`src/rtl/csr_trap_pkg.sv`:
```
// ---------------------------------------------------------------------------
// csr_trap_pkg
// Shared types and constants for the CSR trap controller:
//   trap_state_e   - controller state (IDLE / PENDING / FLUSH)
//   CAUSE_READ     - trap cause code for a read violation  (2'b01)
//   CAUSE_WRITE    - trap cause code for a write violation (2'b10)
//   MACHINE_PRIV   - encoding of the machine privilege level (2'b11)
//   cause_of()     - maps the access direction to its cause code
// ---------------------------------------------------------------------------
package csr_trap_pkg;

  typedef enum logic [1:0] {
    ST_IDLE    = 2'b00,
    ST_PENDING = 2'b01,
    ST_FLUSH   = 2'b10
  } trap_state_e;

  localparam logic [1:0] CAUSE_READ   = 2'b01;
  localparam logic [1:0] CAUSE_WRITE  = 2'b10;
  localparam logic [1:0] MACHINE_PRIV = 2'b11;

  // A write violation takes precedence when read and write coincide.
  function automatic logic [1:0] cause_of(input logic is_write);
    return is_write ? CAUSE_WRITE : CAUSE_READ;
  endfunction

endpackage

```
`src/rtl/trap_log_fifo.sv`:
```
// ---------------------------------------------------------------------------
// trap_log_fifo
// Synchronous FIFO recording faulting CSR addresses. Only compiled when the
// CSR_TRAP_LOG_EN macro is defined. All outputs are registered.
// Ports:
//   clk, rst_n        - clock, asynchronous active-low reset
//   i_push, i_data    - write request and data
//   i_pop             - remove head entry (ignored when empty)
//   o_valid           - FIFO not empty
//   o_data            - head entry (0 when empty)
//   o_full            - FIFO holds DEPTH entries
//   o_drop            - combinational: push refused because FIFO is full
// DEPTH must be a power of two, at least 2.
// ---------------------------------------------------------------------------
`ifdef CSR_TRAP_LOG_EN
module trap_log_fifo #(
  parameter int DATA_W = 12,
  parameter int DEPTH  = 4
) (
  input  logic              clk,
  input  logic              rst_n,
  input  logic              i_push,
  input  logic [DATA_W-1:0] i_data,
  input  logic              i_pop,
  output logic              o_valid,
  output logic [DATA_W-1:0] o_data,
  output logic              o_full,
  output logic              o_drop
);

  localparam int PW = $clog2(DEPTH);
  localparam logic [PW-1:0] PTR_ONE  = PW'(1);
  localparam logic [PW:0]   CNT_ONE  = (PW+1)'(1);
  localparam logic [PW:0]   CNT_ZERO = (PW+1)'(0);
  localparam logic [PW:0]   FULL_CNT = (PW+1)'(DEPTH);

  logic [DATA_W-1:0] r_mem [DEPTH];
  logic [PW-1:0]     r_wr;
  logic [PW-1:0]     r_rd;
  logic [PW:0]       r_cnt;
  logic              r_valid;
  logic              r_full;
  logic [DATA_W-1:0] r_head;

  logic              w_full;
  logic              w_do_pop;
  logic              w_do_push;
  logic [PW:0]       w_cnt_pop;
  logic [PW:0]       w_cnt_nxt;
  logic [PW-1:0]     w_rd_nxt;
  logic [DATA_W-1:0] w_head_nxt;

  assign w_full    = (r_cnt == FULL_CNT);
  assign w_do_pop  = i_pop & (r_cnt != CNT_ZERO);
  // A pop in the same cycle frees the slot, so a push on a full FIFO proceeds.
  assign w_do_push = i_push & (~w_full | w_do_pop);
  assign o_drop    = i_push & w_full & ~w_do_pop;

  assign w_cnt_pop = w_do_pop  ? (r_cnt - CNT_ONE)     : r_cnt;
  assign w_cnt_nxt = w_do_push ? (w_cnt_pop + CNT_ONE) : w_cnt_pop;
  assign w_rd_nxt  = w_do_pop  ? (r_rd + PTR_ONE)      : r_rd;

  // Next head value: the bypassed push when the FIFO would otherwise be empty.
  always_comb begin
    w_head_nxt = {DATA_W{1'b0}};
    if (w_cnt_pop == CNT_ZERO) begin
      if (w_do_push) begin
        w_head_nxt = i_data;
      end else begin
        w_head_nxt = {DATA_W{1'b0}};
      end
    end else begin
      w_head_nxt = r_mem[w_rd_nxt];
    end
  end

  // Storage array write port.
  always_ff @(posedge clk) begin
    if (w_do_push) begin
      r_mem[r_wr] <= i_data;
    end
  end

  // Pointers, occupancy and registered status/head outputs.
  always_ff @(posedge clk or negedge rst_n) begin
    if (!rst_n) begin
      r_wr    <= {PW{1'b0}};
      r_rd    <= {PW{1'b0}};
      r_cnt   <= CNT_ZERO;
      r_valid <= 1'b0;
      r_full  <= 1'b0;
      r_head  <= {DATA_W{1'b0}};
    end else begin
      if (w_do_push) begin
        r_wr <= r_wr + PTR_ONE;
      end
      r_rd    <= w_rd_nxt;
      r_cnt   <= w_cnt_nxt;
      r_valid <= (w_cnt_nxt != CNT_ZERO);
      r_full  <= (w_cnt_nxt == FULL_CNT);
      r_head  <= w_head_nxt;
    end
  end

  assign o_valid = r_valid;
  assign o_data  = r_head;
  assign o_full  = r_full;

endmodule
`endif

```
`src/rtl/csr_trap_ctrl.sv`:
```
// ---------------------------------------------------------------------------
// csr_trap_ctrl
// Trap controller behind the CSR privilege check. A faulting access seen in
// IDLE is captured and held as a trap request until the core acknowledges it,
// then a one-cycle flush is issued. Faults arriving while busy are dropped and
// flagged in a sticky overrun bit. Accepted traps are counted (saturating).
// Optional feature macro: CSR_TRAP_LOG_EN adds a LOG_DEPTH-entry address log;
// without it the log port reads as zero and log_pop is ignored.
// Ports:
//   clk, rst_n                   - clock, asynchronous active-low reset
//   read, write, except          - CSR access and privilege-check result
//   priv_state, address          - privilege and CSR address of the access
//   trap_ack                     - core accepts the pending trap
//   clr_overrun                  - clears trap_overrun (a same-cycle set wins)
//   trap_req, trap_cause,
//   trap_addr, trap_priv         - pending trap and its captured fields
//   stall, flush                 - pipeline control
//   trap_overrun, trap_count     - sticky lost-fault flag, accepted traps
//   log_pop/log_valid/
//   log_addr/log_full            - trap log read port
// All outputs are registered.
// ---------------------------------------------------------------------------
module csr_trap_ctrl
  import csr_trap_pkg::*;
#(
  parameter int ADDR_W    = 12,
  parameter int CNT_W     = 8,
  parameter int LOG_DEPTH = 4
) (
  input  logic              clk,
  input  logic              rst_n,
  input  logic              read,
  input  logic              write,
  input  logic [1:0]        priv_state,
  input  logic [ADDR_W-1:0] address,
  input  logic              except,
  input  logic              trap_ack,
  input  logic              clr_overrun,
  output logic              trap_req,
  output logic [1:0]        trap_cause,
  output logic [ADDR_W-1:0] trap_addr,
  output logic [1:0]        trap_priv,
  output logic              stall,
  output logic              flush,
  output logic              trap_overrun,
  output logic [CNT_W-1:0]  trap_count,
  input  logic              log_pop,
  output logic              log_valid,
  output logic [ADDR_W-1:0] log_addr,
  output logic              log_full
);

  localparam logic [CNT_W-1:0] CNT_MAX = {CNT_W{1'b1}};
  localparam logic [CNT_W-1:0] CNT_ONE = CNT_W'(1);

  trap_state_e       r_state;
  logic              r_trap_req;
  logic [1:0]        r_trap_cause;
  logic [ADDR_W-1:0] r_trap_addr;
  logic [1:0]        r_trap_priv;
  logic              r_stall;
  logic              r_flush;
  logic              r_overrun;
  logic [CNT_W-1:0]  r_count;

  logic              w_fault;
  logic              w_accept;
  logic              w_lost;
  logic              w_log_drop;

  // except alone (no access) is not a fault.
  assign w_fault  = (read | write) & except;
  assign w_accept = w_fault & (r_state == ST_IDLE);
  assign w_lost   = w_fault & (r_state != ST_IDLE);

  // Trap FSM with registered request/stall/flush and captured fault fields.
  always_ff @(posedge clk or negedge rst_n) begin
    if (!rst_n) begin
      r_state      <= ST_IDLE;
      r_trap_req   <= 1'b0;
      r_trap_cause <= 2'b00;
      r_trap_addr  <= {ADDR_W{1'b0}};
      r_trap_priv  <= 2'b00;
      r_stall      <= 1'b0;
      r_flush      <= 1'b0;
      r_count      <= {CNT_W{1'b0}};
    end else begin
      case (r_state)
        ST_IDLE: begin
          if (w_accept) begin
            r_state      <= ST_PENDING;
            r_trap_req   <= 1'b1;
            r_stall      <= 1'b1;
            r_trap_cause <= cause_of(write);
            r_trap_addr  <= address;
            r_trap_priv  <= priv_state;
            if (r_count != CNT_MAX) begin
              r_count <= r_count + CNT_ONE;
            end
          end
        end
        ST_PENDING: begin
          if (trap_ack) begin
            r_state    <= ST_FLUSH;
            r_trap_req <= 1'b0;
            r_flush    <= 1'b1;
          end
        end
        ST_FLUSH: begin
          // stall is held through the flush cycle and released with it.
          r_state <= ST_IDLE;
          r_flush <= 1'b0;
          r_stall <= 1'b0;
        end
        default: begin
          r_state    <= ST_IDLE;
          r_trap_req <= 1'b0;
          r_stall    <= 1'b0;
          r_flush    <= 1'b0;
        end
      endcase
    end
  end

  // Sticky overrun: a lost fault or dropped log entry beats a same-cycle clear.
  always_ff @(posedge clk or negedge rst_n) begin
    if (!rst_n) begin
      r_overrun <= 1'b0;
    end else if (w_lost | w_log_drop) begin
      r_overrun <= 1'b1;
    end else if (clr_overrun) begin
      r_overrun <= 1'b0;
    end
  end

  assign trap_req     = r_trap_req;
  assign trap_cause   = r_trap_cause;
  assign trap_addr    = r_trap_addr;
  assign trap_priv    = r_trap_priv;
  assign stall        = r_stall;
  assign flush        = r_flush;
  assign trap_overrun = r_overrun;
  assign trap_count   = r_count;

`ifdef CSR_TRAP_LOG_EN
  logic              w_log_valid;
  logic [ADDR_W-1:0] w_log_addr;
  logic              w_log_full;

  // The log records the same address that is captured into trap_addr.
  trap_log_fifo #(
    .DATA_W (ADDR_W),
    .DEPTH  (LOG_DEPTH)
  ) u_trap_log_fifo (
    .clk     (clk),
    .rst_n   (rst_n),
    .i_push  (w_accept),
    .i_data  (address),
    .i_pop   (log_pop),
    .o_valid (w_log_valid),
    .o_data  (w_log_addr),
    .o_full  (w_log_full),
    .o_drop  (w_log_drop)
  );

  assign log_valid = w_log_valid;
  assign log_addr  = w_log_addr;
  assign log_full  = w_log_full;
`else
  logic w_unused_log;

  assign w_unused_log = log_pop ^ (LOG_DEPTH == 0);
  assign w_log_drop   = 1'b0;
  assign log_valid    = 1'b0;
  assign log_addr     = {ADDR_W{1'b0}};
  assign log_full     = 1'b0;
`endif

endmodule
```
`config.mk`:
```
export PLATFORM = sky130hd
export DESIGN_NAME = csr_trap_ctrl
export DESIGN_NICKNAME = d
export VERILOG_FILES = /design/src/rtl/csr_trap_pkg.sv /design/src/rtl/trap_log_fifo.sv /design/src/rtl/csr_trap_ctrl.sv
export SDC_FILE = /design/constraint.sdc
export NUM_CORES = 1
export LEC_CHECK = 0
export ABC_AREA = 1
export CORE_AREA = 3 3 56 68
export CTS_BUF_LIST = sky130_fd_sc_hd__clkbuf_2
export DETAILED_ROUTE_END_ITERATION = 7
export DIE_AREA = 0 0 59 71
export HOLD_SLACK_MARGIN = 0.15
export PLACE_DENSITY = 0.8
export RECOVER_POWER = 50
export SLEW_MARGIN = 5
export SYNTH_ARGS = -nofsm -noshare
export SYNTH_HDL_FRONTEND = slang
export SYNTH_SLANG_ARGS = --single-unit
export TNS_END_PERCENT = 50
```
`constraint.sdc`:
```
create_clock -name clk -period 3.2 [get_ports clk]
set_input_delay 0.32 -clock clk [delete_from_list [all_inputs] [get_ports clk]]
set_output_delay 0.32 -clock clk [all_outputs]
set_load 0.005 [all_outputs]
```
==> results.py <==
metrics = {
    "sta": {
        "setup_violations": 0,
        "tns_ns": 0,
        "worstMarginPinSlew_ns": 1.585,
        "max_freq_mhz": 553.0,
        "relSlewSlack": -0.05657,
        "rsz0062_at_grt": "no",
        "drv_slew": 31,
        "fin_ws_ns": 1.392,
        "skew_ns": 0.01213,
        "fin_crit_sh": 0.5651,
        "finalHoldViolations": 0,
        "period_needed_ns": 1.808,
        "holdWs_ns": 0.4779,
    },
    "setup_path": {
        "cp.arrival_ns": 2.01,
        "critPathTopFamily": "buffers and inverters",
        "slowest_stage": "clkbuf_1",
        "rr_endpoint": "trap_count[7]$_DFFE_PN0P_",
        "r2r_slack_ns": 1.58,
        "required_ns": 3.40,
        "crit_type": "input port to async pin",
        "endpoint_kind": "async pin",
        "reg2reg_depth": 6,
        "cp-start-kind": "input port",
        "path_buf_inv": 2,
        "critPathMaxFanout": 30,
        "r2r_start": "r_state[1]$_DFFE_PN0P_",
        "critPathMaxStageDelay_ns": 1.15,
        "path_cells": "dlygate4sd3_1, clkbuf_1",
    },
    "placed_design": {
        "portBuffers": 48,
        "gp_congestion": 0.7706,
        "dp_hpwl_mm": 2.136,
        "pre_cts_ws_ns": 1.312,
    },
    "outcome": {
        "failed_checks": "capacitance limit, slew limit",
        "outcome": "finished, violations left",
    },
    "synth": {
        "yosysUniqueCellTypes": 21,
        "yosys.area.top_type": "dfrtp_1",
        "synth_top_area_share": 0.5226,
        "synthArstFlopShare": 1.000,
        "synth-edff-count": 0,
        "synth.avg_cell_area_um2": 8.024,
        "synthCells": 179,
        "yosys_warnings": 0,
        "synth_top_flop_cell": "dfrtp_1",
        "syn_area_um2": 1436,
        "ys_seq_area_frac": 0.5226,
        "synth_seq_cells": 30,
        "ys_top_cells_by_area": "dfrtp_1 52%, nand2_1 23%, buf_4 7.8%",
    },
    "clock_network": {
        "htreeDepth": 2,
        "cts_hold_buf": 0,
        "cts.sinks": 30,
        "cts_root_buf": "clkbuf_2",
        "cts_inserted_buffers": 5,
        "clkLatencyLatePin_ns": 0.35,
        "path_clk_slew_ns": 0.16,
        "clock_tree.buffer_depth": 2,
        "cts_setup_buffers": 0,
        "cts_tree": "done",
        "cts_resized": 0,
    },
    "global_route": {
        "grt_max_degree": 31,
        "grt_overflow": 0,
        "antenna_found_initial": 0,
        "gr-usage-all-layers": 0.1564,
        "grt_pass1_vias": 1179,
        "grt_pass1_wl_mm": 4.988,
    },
    "hold_path": {
        "hold_depth": 3,
        "hold_end": "trap_addr[2]$_DFFE_PN0P_",
        "min_path_type": "input port to register",
        "hold_start": "address[2]",
    },
    "floorplanning": {
        "die_height_um": 71,
        "die_area_um2": 4189,
        "core_area_um2": 3281,
        "std_cell_rows": 23,
        "die_w_um": 59,
        "pin_count": 64,
        "start_util": 0.4378,
    },
    "route": {
        "drt_iter0_drc": 29,
        "dr.pass1.iters": 4,
        "postRouteWirelength_mm": 2.906,
        "wl_per_cell_um": 10.76,
        "via_count": 1209,
        "drc": 0,
        "via_per_inst": 4.478,
        "ant_nets": 0,
    },
    "cells_and_area": {
        "most-common-layout-cells": "89 x nand2_1, 46 x clkdlybuf4s50_1, 30 x dfrtp_1, 14 x inv_1, 14 x conb_1",
        "utilization": 0.5873,
        "antennaDiodeCount": 0,
        "drive_gt1_frac": 0.04292,
        "multi_input_area_um2": 544.3,
        "nNetsFinal": 255,
        "fillCellCount": 301,
        "seq_area_um2": 750.7,
        "layout_commonest_cell": "nand2_1",
        "area_growth_pct": 34.15,
    },
    "pwr": {
        "p_sw_uw": 412.1,
        "p_leak_nw": 0.9799,
        "switching_share": 0.3332,
        "vdd_drop_max_v": 0.0004302,
        "power.density_nw_per_um2": 641.7,
        "combPwrFrac": 0.376,
        "intPower_uw": 824.5,
        "seq_power_share": 0.475,
        "clkPwrFrac": 0.149,
    },
    "job": {
        "max_cap_viol_count": 1,
    },
}
## final cells by class
type / count / share of cell area
Clock buffer: 5 / 0.01299
Clock inverter: 3 / 0.008442
Inverter: 15 / 0.02922
Multi-Input combinational cell: 130 / 0.2825
Sequential cell: 30 / 0.3896
Tap cell: 37 / 0.02403
Timing Repair Buffer: 50 / 0.2532
## routing by layer
| metal | vias up | track usage | part of all wire |
|---|---|---|---|
| met3 | 8 | 0.07117 | 0.085 |
| met2 | 47 | 0.2482 | 0.47 |
| met4 | 0 | 0.06801 | 0.021 |
| met1 | 536 | 0.1789 | 0.43 |
| met5 | - | 0 | 0 |
| li1 | 618 | - | - |
## synthesized netlist by cell type (2+ instances only)
cell	instances
nand2_1	89
nor2_1	7
buf_4	15
o21ai_0	5
inv_1	14
xnor2_1	2
nand3_1	4
dfrtp_1	30
## cell families (layout without fill, tap and decap cells)
family / count (synthesis) / count (layout) / share of synthesized area
fa+ha+maj: 1 / 1 / 0.008709
buf+inv: 32 / 73 / 0.1289
other cells: 1 / 14 / 0.002611
flops: 30 / 30 / 0.5226
simple gates: 104 / 104 / 0.2883
compound gates: 8 / 8 / 0.03049
xor+xnor: 3 / 3 / 0.01830
## per-stage QoR
| step | instance area, µm² | power [mW] | std cells |
|---|---|---|---|
| floorplan | 1485 | 0.7796 | 192 |
| global placement | 1898 | 1.058 | 262 |
| detailed placement | 1898 | 1.069 | 262 |
| CTS | 1939 | 1.263 | 270 |
| global route | 1927 | 1.338 | 270 |
| finish | 1927 | 1.237 | 270 |
## sequential cells by signal, indices dropped and copies added (netlist names)
signal,count
trap_addr,12
r_state,2
flush,1
trap_count,8
trap_req,1
trap_cause,2
stall,1
trap_priv,2
trap_overrun,1
## worst max-delay path by stage
| stage | from | endpoint | slack (ns) | depth (start not counted) |
|---|---|---|---|---|
| 5_1_grt | rst_n | trap_count[7]$_DFFE_PN0P_ | 1.10 | 2 |
| 3_5_place_dp | write | trap_count[6]$_DFFE_PN0P_ | 1.31 | 8 |
| 2_1_floorplan | trap_count[0]$_DFFE_PN0P_ | trap_count[7]$_DFFE_PN0P_ | 2.02 | 6 |
| 4_1_cts | trap_count[2]$_DFFE_PN0P_ | trap_count[2] | 1.43 | 1 |
| 6_report | rst_n | trap_count[7]$_DFFE_PN0P_ | 1.39 | 2 |
| 3_3_place_gp | write | trap_count[1]$_DFFE_PN0P_ | 1.32 | 8 |
## power by group through the flow
stage                     logic, mW  registers [mW]  clock network, mW
after floorplan               0.187           0.593                  0
after global placement        0.468           0.590                  0
after detailed placement      0.477           0.592                  0
after CTS                     0.478           0.588              0.197
after global routing          0.520           0.604              0.214
final                         0.465           0.587              0.184
No activity file was read; power rests on OpenSTA's default activity.
